### src/rtl/spi_display_tx.sv
// spi_display_tx
//   Memory-mapped transmit engine for the SPI LCD panel. Bytes pushed by the
//   MMU are queued in a small FIFO as {dc, byte} and shifted out in SPI mode 0,
//   MSB first. The D/C line is updated once per byte, only while spi_clk is low.
//
//   Optional build macro: SPI_DISPLAY_RX_EN
//     When defined, spi_miso is sampled on every spi_clk rising edge. At the end
//     of each byte the received value appears on rx_data, with a one-cycle
//     rx_valid pulse during the GAP cycle. When undefined, those ports do not
//     exist and spi_miso drives nothing.
//
// Ports
//   clk, rst        system clock, synchronous active-high reset
//   wr_ena          push one {wr_dc, wr_data} entry (dropped when full)
//   wr_data, wr_dc  byte to send and its D/C level (1 = data, 0 = command)
//   full, empty     registered FIFO flags
//   busy            engine active or FIFO non-empty
//   level           FIFO occupancy
//   overflow        sticky: a write was dropped while full
//   display_csb     panel chip select (active low)
//   data_commandb   panel D/C line
//   spi_clk         SPI clock, idle low
//   spi_mosi        SPI data out
//   spi_miso        SPI data in (optional receive path only)
//   rx_data, rx_valid  received byte and strobe (SPI_DISPLAY_RX_EN only)
//
// Handshake: the write port has no back-pressure. Software must check full
// before writing; a wr_ena while full is discarded and flagged on overflow.
module spi_display_tx #(
    parameter int FIFO_DEPTH = 16,
    parameter int CLK_DIV    = 2
) (
    input  logic                          clk,
    input  logic                          rst,
    input  logic                          wr_ena,
    input  logic [7:0]                    wr_data,
    input  logic                          wr_dc,
    output logic                          full,
    output logic                          empty,
    output logic                          busy,
    output logic [$clog2(FIFO_DEPTH):0]   level,
    output logic                          overflow,
    output logic                          display_csb,
    output logic                          data_commandb,
    output logic                          spi_clk,
    output logic                          spi_mosi,
    input  logic                          spi_miso
`ifdef SPI_DISPLAY_RX_EN
    ,
    output logic [7:0]                    rx_data,
    output logic                          rx_valid
`endif
);

    localparam int AW = $clog2(FIFO_DEPTH);
    localparam int DW = (CLK_DIV > 1) ? $clog2(CLK_DIV) : 1;
    localparam int LW = AW + 1;

    typedef enum logic [1:0] {
        S_IDLE = 2'd0,
        S_LOW  = 2'd1,
        S_HIGH = 2'd2,
        S_GAP  = 2'd3
    } state_t;

    state_t         state;
    logic [DW-1:0]  div_cnt;
    logic [2:0]     bit_cnt;
    logic [7:0]     shift_reg;

    logic [8:0]     mem [FIFO_DEPTH];
    logic [AW-1:0]  wr_ptr;
    logic [AW-1:0]  rd_ptr;
    logic [8:0]     head;
    logic           push;
    logic           pop;
    logic           div_last;
    logic [LW-1:0]  level_next;

    assign head     = mem[rd_ptr];
    assign div_last = (div_cnt == DW'(CLK_DIV - 1));
    assign busy     = (state != S_IDLE) || !empty;

    // Pops happen only where the FSM loads a new byte: IDLE, or GAP for
    // back-to-back bytes. Push is gated on the registered full flag, so a
    // write while full is dropped even if a pop frees a slot that cycle.
    always_comb begin
        pop        = !empty && ((state == S_IDLE) || (state == S_GAP));
        push       = wr_ena && !full;
        level_next = level;
        if (push && !pop) begin
            level_next = level + 1'b1;
        end else if (!push && pop) begin
            level_next = level - 1'b1;
        end
    end

    always_ff @(posedge clk) begin
        if (push) begin
            mem[wr_ptr] <= {wr_dc, wr_data};
        end
    end

    always_ff @(posedge clk) begin
        if (rst) begin
            wr_ptr   <= '0;
            rd_ptr   <= '0;
            level    <= '0;
            full     <= 1'b0;
            empty    <= 1'b1;
            overflow <= 1'b0;
        end else begin
            if (push) wr_ptr <= wr_ptr + 1'b1;
            if (pop)  rd_ptr <= rd_ptr + 1'b1;
            if (wr_ena && full) overflow <= 1'b1;
            level <= level_next;
            full  <= (level_next == LW'(FIFO_DEPTH));
            empty <= (level_next == '0);
        end
    end

    always_ff @(posedge clk) begin
        if (rst) begin
            state         <= S_IDLE;
            div_cnt       <= '0;
            bit_cnt       <= '0;
            shift_reg     <= '0;
            display_csb   <= 1'b1;
            data_commandb <= 1'b1;
            spi_clk       <= 1'b0;
            spi_mosi      <= 1'b0;
        end else begin
            case (state)
                S_IDLE, S_GAP: begin
                    if (pop) begin
                        shift_reg     <= head[7:0];
                        bit_cnt       <= 3'd7;
                        data_commandb <= head[8];
                        spi_mosi      <= head[7];
                        display_csb   <= 1'b0;
                        div_cnt       <= '0;
                        state         <= S_LOW;
                    end else if (state == S_GAP) begin
                        display_csb <= 1'b1;
                        spi_mosi    <= 1'b0;
                        state       <= S_IDLE;
                    end
                end
                S_LOW: begin
                    if (div_last) begin
                        div_cnt <= '0;
                        spi_clk <= 1'b1;
                        state   <= S_HIGH;
                    end else begin
                        div_cnt <= div_cnt + 1'b1;
                    end
                end
                S_HIGH: begin
                    if (div_last) begin
                        div_cnt <= '0;
                        spi_clk <= 1'b0;
                        if (bit_cnt != 3'd0) begin
                            shift_reg <= {shift_reg[6:0], 1'b0};
                            spi_mosi  <= shift_reg[6];
                            bit_cnt   <= bit_cnt - 1'b1;
                            state     <= S_LOW;
                        end else begin
                            state <= S_GAP;
                        end
                    end else begin
                        div_cnt <= div_cnt + 1'b1;
                    end
                end
                default: state <= S_IDLE;
            endcase
        end
    end

`ifdef SPI_DISPLAY_RX_EN
    logic [7:0] rx_shift;

    // The sample point is the same edge that raises spi_clk.
    always_ff @(posedge clk) begin
        if (rst) begin
            rx_shift <= '0;
            rx_data  <= '0;
            rx_valid <= 1'b0;
        end else begin
            rx_valid <= 1'b0;
            if ((state == S_LOW) && div_last) begin
                rx_shift <= {rx_shift[6:0], spi_miso};
            end
            if ((state == S_HIGH) && div_last && (bit_cnt == 3'd0)) begin
                rx_data  <= rx_shift;
                rx_valid <= 1'b1;
            end
        end
    end
`else
    logic unused_miso;
    assign unused_miso = spi_miso;
`endif

endmodule

### config.mk
export PLATFORM = sky130hd
export DESIGN_NAME = spi_display_tx
export DESIGN_NICKNAME = d
export VERILOG_FILES = /design/src/rtl/spi_display_tx.sv
export SDC_FILE = /design/constraint.sdc
export NUM_CORES = 1
export LEC_CHECK = 0
export ABC_AREA = 1
export BUFFER_PORTS_ARGS = -buffer_cell sky130_fd_sc_hd__buf_2
export CORE_UTILIZATION = 40
export CTS_BUF_LIST = sky130_fd_sc_hd__clkbuf_4 sky130_fd_sc_hd__clkbuf_8
export DETAILED_ROUTE_END_ITERATION = 7
export PLACE_DENSITY = 0.65
export SLEW_MARGIN = 40
export SYNTH_ARGS = -nofsm -noshare
export SYNTH_HDL_FRONTEND = slang
export SYNTH_SLANG_ARGS = --single-unit
### constraint.sdc
create_clock -name clk -period 2.13 [get_ports clk]
set_input_delay 0.1065 -clock clk [delete_from_list [all_inputs] [get_ports clk]]
set_output_delay 0.1065 -clock clk [all_outputs]
set_load 0.01 [all_outputs]
======== Yosys cells after proc, flatten, opt, wreduce, memory -nomap -nowiden ========
Memories as Yosys holds them, arrays and structs flattened. A register that Yosys moved wholly into a read port is not among the register bits.
Index checks and enable logic that the tools add are counted.
word-level totals
  register bits after elaboration ......... 33
  RAM bits ................................ 144
  input port bits ......................... 13
  output and inout port bits .............. 13
  word-level logic and storage cells ...... 89
  memories kept ........................... 1
memory list
  name  words  bits a word  read ports  clocked after Yosys merged registers in  wr ports  RTL line  text
  mem   16     9            1           1                                        1         71        logic [8:0] mem [FIFO_DEPTH];
operators by class
  add/sub/neg operators ................... 6
  equal/unequal tests ..................... 9
  multiplexer cells ....................... 33
  reductions and logical operators ........ 26
operators with widths
  kind                 count
  $mux 7               3
  $pmux 7 s2           1
  $mux 1               12
  $mux 2               5
  $mux 5               2
  $mux 3               3
  $add 4x1->4 const B  2
  $mux 4               2
  $ne 2x2->1 const B   4
  $reduce_and 4->1     2
  $reduce_bool 2->1    4
  $pmux 1 s2           3
  $pmux 2 s3           1
  $pmux 3 s2           1
  $reduce_and 3->1     2
  $add 5x1->5 const B  1
  $eq 5x5->1 const B   1
  $logic_and 1x1->1    5
  $logic_not 5->1      1
  $sub 5x1->5 const B  1
  $eq 2x2->1 const B   2
  $logic_not 1->1      4
  $reduce_and 2->1     2
  $reduce_or 2->1      2
  7 further kinds      8

======== Longest topological paths before layout ========
  word-level depth ........................ 7
  mapped depth ............................ 12
  gate-level depth less buffers ........... 12

======== Least setup slack after synthesis ========
OpenSTA, ideal clock, no wires.
  kind .................................... register to register
  start ................................... register state[0]
  end ..................................... register empty
  setup time .............................. 0.122 ns
  arrival time ............................ 1.606 ns
  setup slack ............................. 0.402 ns
  cell stages (with the launch flop) ...... 13
  cell sequence ........................... dfxtp_1 -> inv_1 -> ha_1 -> nor2_4 -> inv_4 -> nor2_8 -> nand2_1 -> o21ai_2 -> nand2_1 -> o21ai_1 -> nor2_2 -> nand3_1 -> nand2_1
between the ends
  cells in the longest elaborated chain, start to end .. 7
  elaborated cells between the ends (all ways) .. 10
ends and longest elaborated chain
  item                                                  RTL line  text
  from (decl)                                           66        state_t state;
  from (signal assigned)                                124       state <= S_IDLE;
  from (signal assigned)                                142       state <= S_LOW;
  from (signal assigned)                                146       state <= S_IDLE;
  $eq 2x2->1 or $logic_not 2->1 (tied branches)         88        pop = !empty && ((state == S_IDLE) || (state == S_GAP));
  $logic_or 1x1->1 *                                    88
  $logic_and 1x1->1 *                                   88
  $logic_and 1x1->1 or $logic_not 1->1 (tied branches)  93, 91
  $mux 5 or $logic_and 1x1->1 (tied branches)           93, 91
  $mux 5 *                                              91        if (push && !pop) begin
  $logic_not 5->1 *                                     118       empty <= (level_next == '0);
  to (signal assigned)                                  118
  to (decl)                                             39        output logic empty,
Mark *: on every way between the ends. The rest lies on a longest branch, timed or not.
A chain may end at the register's enable or synchronous reset.

======== Worst setup path in the final report ========
  start ................................... register state[0]
  end ..................................... register bit_cnt[2]
between the ends
  cells in the longest elaborated chain, start to end .. 5
  elaborated cells between the ends (all ways) .. 12
ends and longest elaborated chain
  item                                           RTL line  text
  $eq 2x2->1 or $logic_not 2->1 (tied branches)  88, 133
  $logic_or 1x1->1                               88
  $logic_and 1x1->1                              88
  $ne 2x2->1 (no source line)                    --
  $reduce_and 4->1 (no source line)              --
  to (signal assigned)                           165       bit_cnt <= bit_cnt - 1'b1;
  to (decl)                                      68        logic [2:0] bit_cnt;
Parallel ways exist; a longest one is shown, timed or not.

==> flow_metrics.env <==
export IMPL_synth_nets=804
export IMPL_io_pins=26
export IMPL_syn_cell_area_um2=7880
export IMPL_path_class="flop to flop"
export IMPL_core_area_um2=19000
export IMPL_drc=0
export IMPL_fmax_ghz=0.528
export IMPL_area_delta_synth_final_pct=11.8
export IMPL_synth_main_ff_cell="edfxtp_1"
export IMPL_finalCritPeriodShare_pct=88.9
export IMPL_synth_xor_area_share_pct=0.651
export IMPL_antenna_found_initial=0
export IMPL_holdWs_ps=31.9
export IMPL_synth_edff_count=144
export IMPL_grt_ovfl_total=0
export IMPL_drv_slew=0
export IMPL_maxSlewHeadroom_pct=58.0
export IMPL_gp_congestion=0.829
export IMPL_die_h_um=142
export IMPL_synth_largest_area_cell="edfxtp_1"
export IMPL_fill_cells=1786
export IMPL_power_density_nw_per_um2=1180
export IMPL_grt_max_degree=59
export IMPL_crit_fanout=14
export IMPL_finClkSkew_ps=7.66
export IMPL_yosys_cell_count_top_type="nand2_1"
export IMPL_finalHoldViolations=0
export IMPL_avgSynthCellArea_um2=10.1
export IMPL_rows=50
export IMPL_tns_ps=0
export IMPL_ant_nets=0
export IMPL_synth_commonest_cells="195 x nand2_1, 144 x edfxtp_1, 86 x nand3_1, 85 x nor2_1, 80 x inv_1"
export IMPL_grt_pass1_wl_mm=25.7
export IMPL_status="finished, final reports clean"
export IMPL_nNetsFinal=844
export IMPL_worst_setup_path_start_kind="flop"
export IMPL_dp_cells=1054
export IMPL_end_kind="flop"
export IMPL_yosys_warnings=0
export IMPL_maxCapViolCount=0
export IMPL_rsz0062_at_grt="no"
export IMPL_cts_tree="built"
export IMPL_seq_area_frac_synth_pct=64.3
export IMPL_worst_pin_slew_ps=630
export IMPL_setup_violations=0
export IMPL_dr_pass1_iters=5
export IMPL_hp_class="input port to flop"
export IMPL_cts_sinks=181
export IMPL_post_route_min_period_ps=1890
export IMPL_first_global_vias=5041
export IMPL_required_ps=2470
export IMPL_ir_worst_vdd_mv=0.750
export IMPL_largest_register_ffs=144
export IMPL_layout_drive_gt1_share_pct=12.4
export IMPL_cts_root_buf="clkbuf_8"
export IMPL_synth_top_family_by_area="simple AND/OR/NAND/NOR gates"
export IMPL_finalWirelength_mm=16.0
export IMPL_io_buffers=24
export IMPL_synth_mux_area_share_pct=0
export IMPL_grt_usage_pct=17.1
export IMPL_avgRoutedWirePerCell_um=14.6
export IMPL_p_leak_nw=3.53
export IMPL_post_place_ws_ps=162
export IMPL_ys_seq_elements=181
export IMPL_ctsResizeCount=0
export IMPL_clk_latency_ps=460
export IMPL_avgViaCountPerCell=4.82
export IMPL_drt_iter0_markers=506
export IMPL_synthAdderAreaFrac_pct=2.06
export IMPL_ys_types=40
export IMPL_syn_inst=778
export IMPL_start_util_pct=41.4
export IMPL_critPathArrivalTime_ps=2240
export IMPL_vias=5261
export IMPL_antenna_cells=0
export IMPL_fin_ws_ps=236
export IMPL_synth_area_leaders="edfxtp_1 55%, dfxtp_1 9.4%, nand2_1 9.3%"
export IMPL_clkSlewWorstSetupHoldPaths_ps=90
export IMPL_synth_compound_area_share_pct=5.46
export IMPL_cts_htree_levels=4
export IMPL_synth_top_area_share_pct=54.9
export IMPL_synthSimpleGateAreaFrac_pct=20.7
export IMPL_instances_no_fill=1091
export IMPL_synthArstFlopShare_pct=0
export IMPL_clock_path_buffers=2
export IMPL_die_x_um=142
export IMPL_die_area_um2=20300
export IMPL_dp_hpwl_mm=9.97
export IMPL_cts_made_buffers=17
## through the flow
step	power, mW	area [um^2]	util [%]
finish	10.4	8810	46.3
global route	11.1	8810	46.3
CTS	10.5	8810	46.3
detailed placement	8.01	8340	43.9
global placement	7.95	8340	43.9
floorplan	7.14	7880	-
## worst max-delay path, cell delays in order, from the launching register on
cell,delay (ps)
dfxtp_1,380
inv_1,100
ha_1,370
nor2_4,170
inv_4,100
o21ai_4,90
nand3_4,180
inv_2,130
nand2_2,50
xor2_1,130
a21oi_1,80
## repair_timing
| action | in CTS | in global routing |
|---|---|---|
| hold buffers | 4 | 0 |
| hold endpoints to repair | 24 | 0 |
| setup buffers | 0 | 1 |
| setup endpoints to repair | 0 | 2 |
## worst paths after layout
check	start	endpoint	slack, ps	cells past startpoint
setup / recovery	state[0]	bit_cnt[2]	240	10
hold / removal	wr_data[1]	mem[5][1]	30	1
setup reg to reg	state[0]	bit_cnt[2]	240	10
hold reg to reg	shift_reg[2]	shift_reg[2]	470	2
## cell type report
cell class	count	area (um^2)	share of cell area [%]
flip-flops and latches	181	5070	57.5
multi-input cells	476	2270	25.8
repair buffers	54	393	4.46
inverters	88	333	3.78
well taps	260	325	3.69
clock buffers	18	241	2.74
clock inverters	14	183	2.07
## kinds of logic after synthesis
| kind of cell | count (synthesis) |
|---|---|
| AOI/OAI and AO/OA | 74 |
| xor gates and xnor gates | 5 |
| adders and majority gates | 13 |
| buffers and inverters | 121 |
| DFF | 181 |
| and+or+nand+nor | 384 |
## routing by layer
metal  track usage (%)  vias to the layer above  part of all wire (%)
met5                 0                        -                     0
met4              7.36                        0                   1.9
met3              3.53                       21                   3.9
met2              28.6                      116                    49
met1              21.3                     2479                    45
li1                  -                     2645                     -
## power by group
part	internal (mW)	switching, mW
Combinational	1.22	2.35
Sequential	4.13	0.224
Clock	1.28	1.19
Total	6.64	3.76
## placed cells by master, fill, tap and decap left out, types with 17 or more instances in the layout
master,instances
nor2_1,85
edfxtp_1,144
o21ai_0,29
inv_1,80
nand3_1,86
nand2_1,195
dfxtp_1,36
buf_2,24
clkbuf_8,17
a21oi_1,19
buf_4,23
Note: power is estimated with default switching activity, not from simulation.
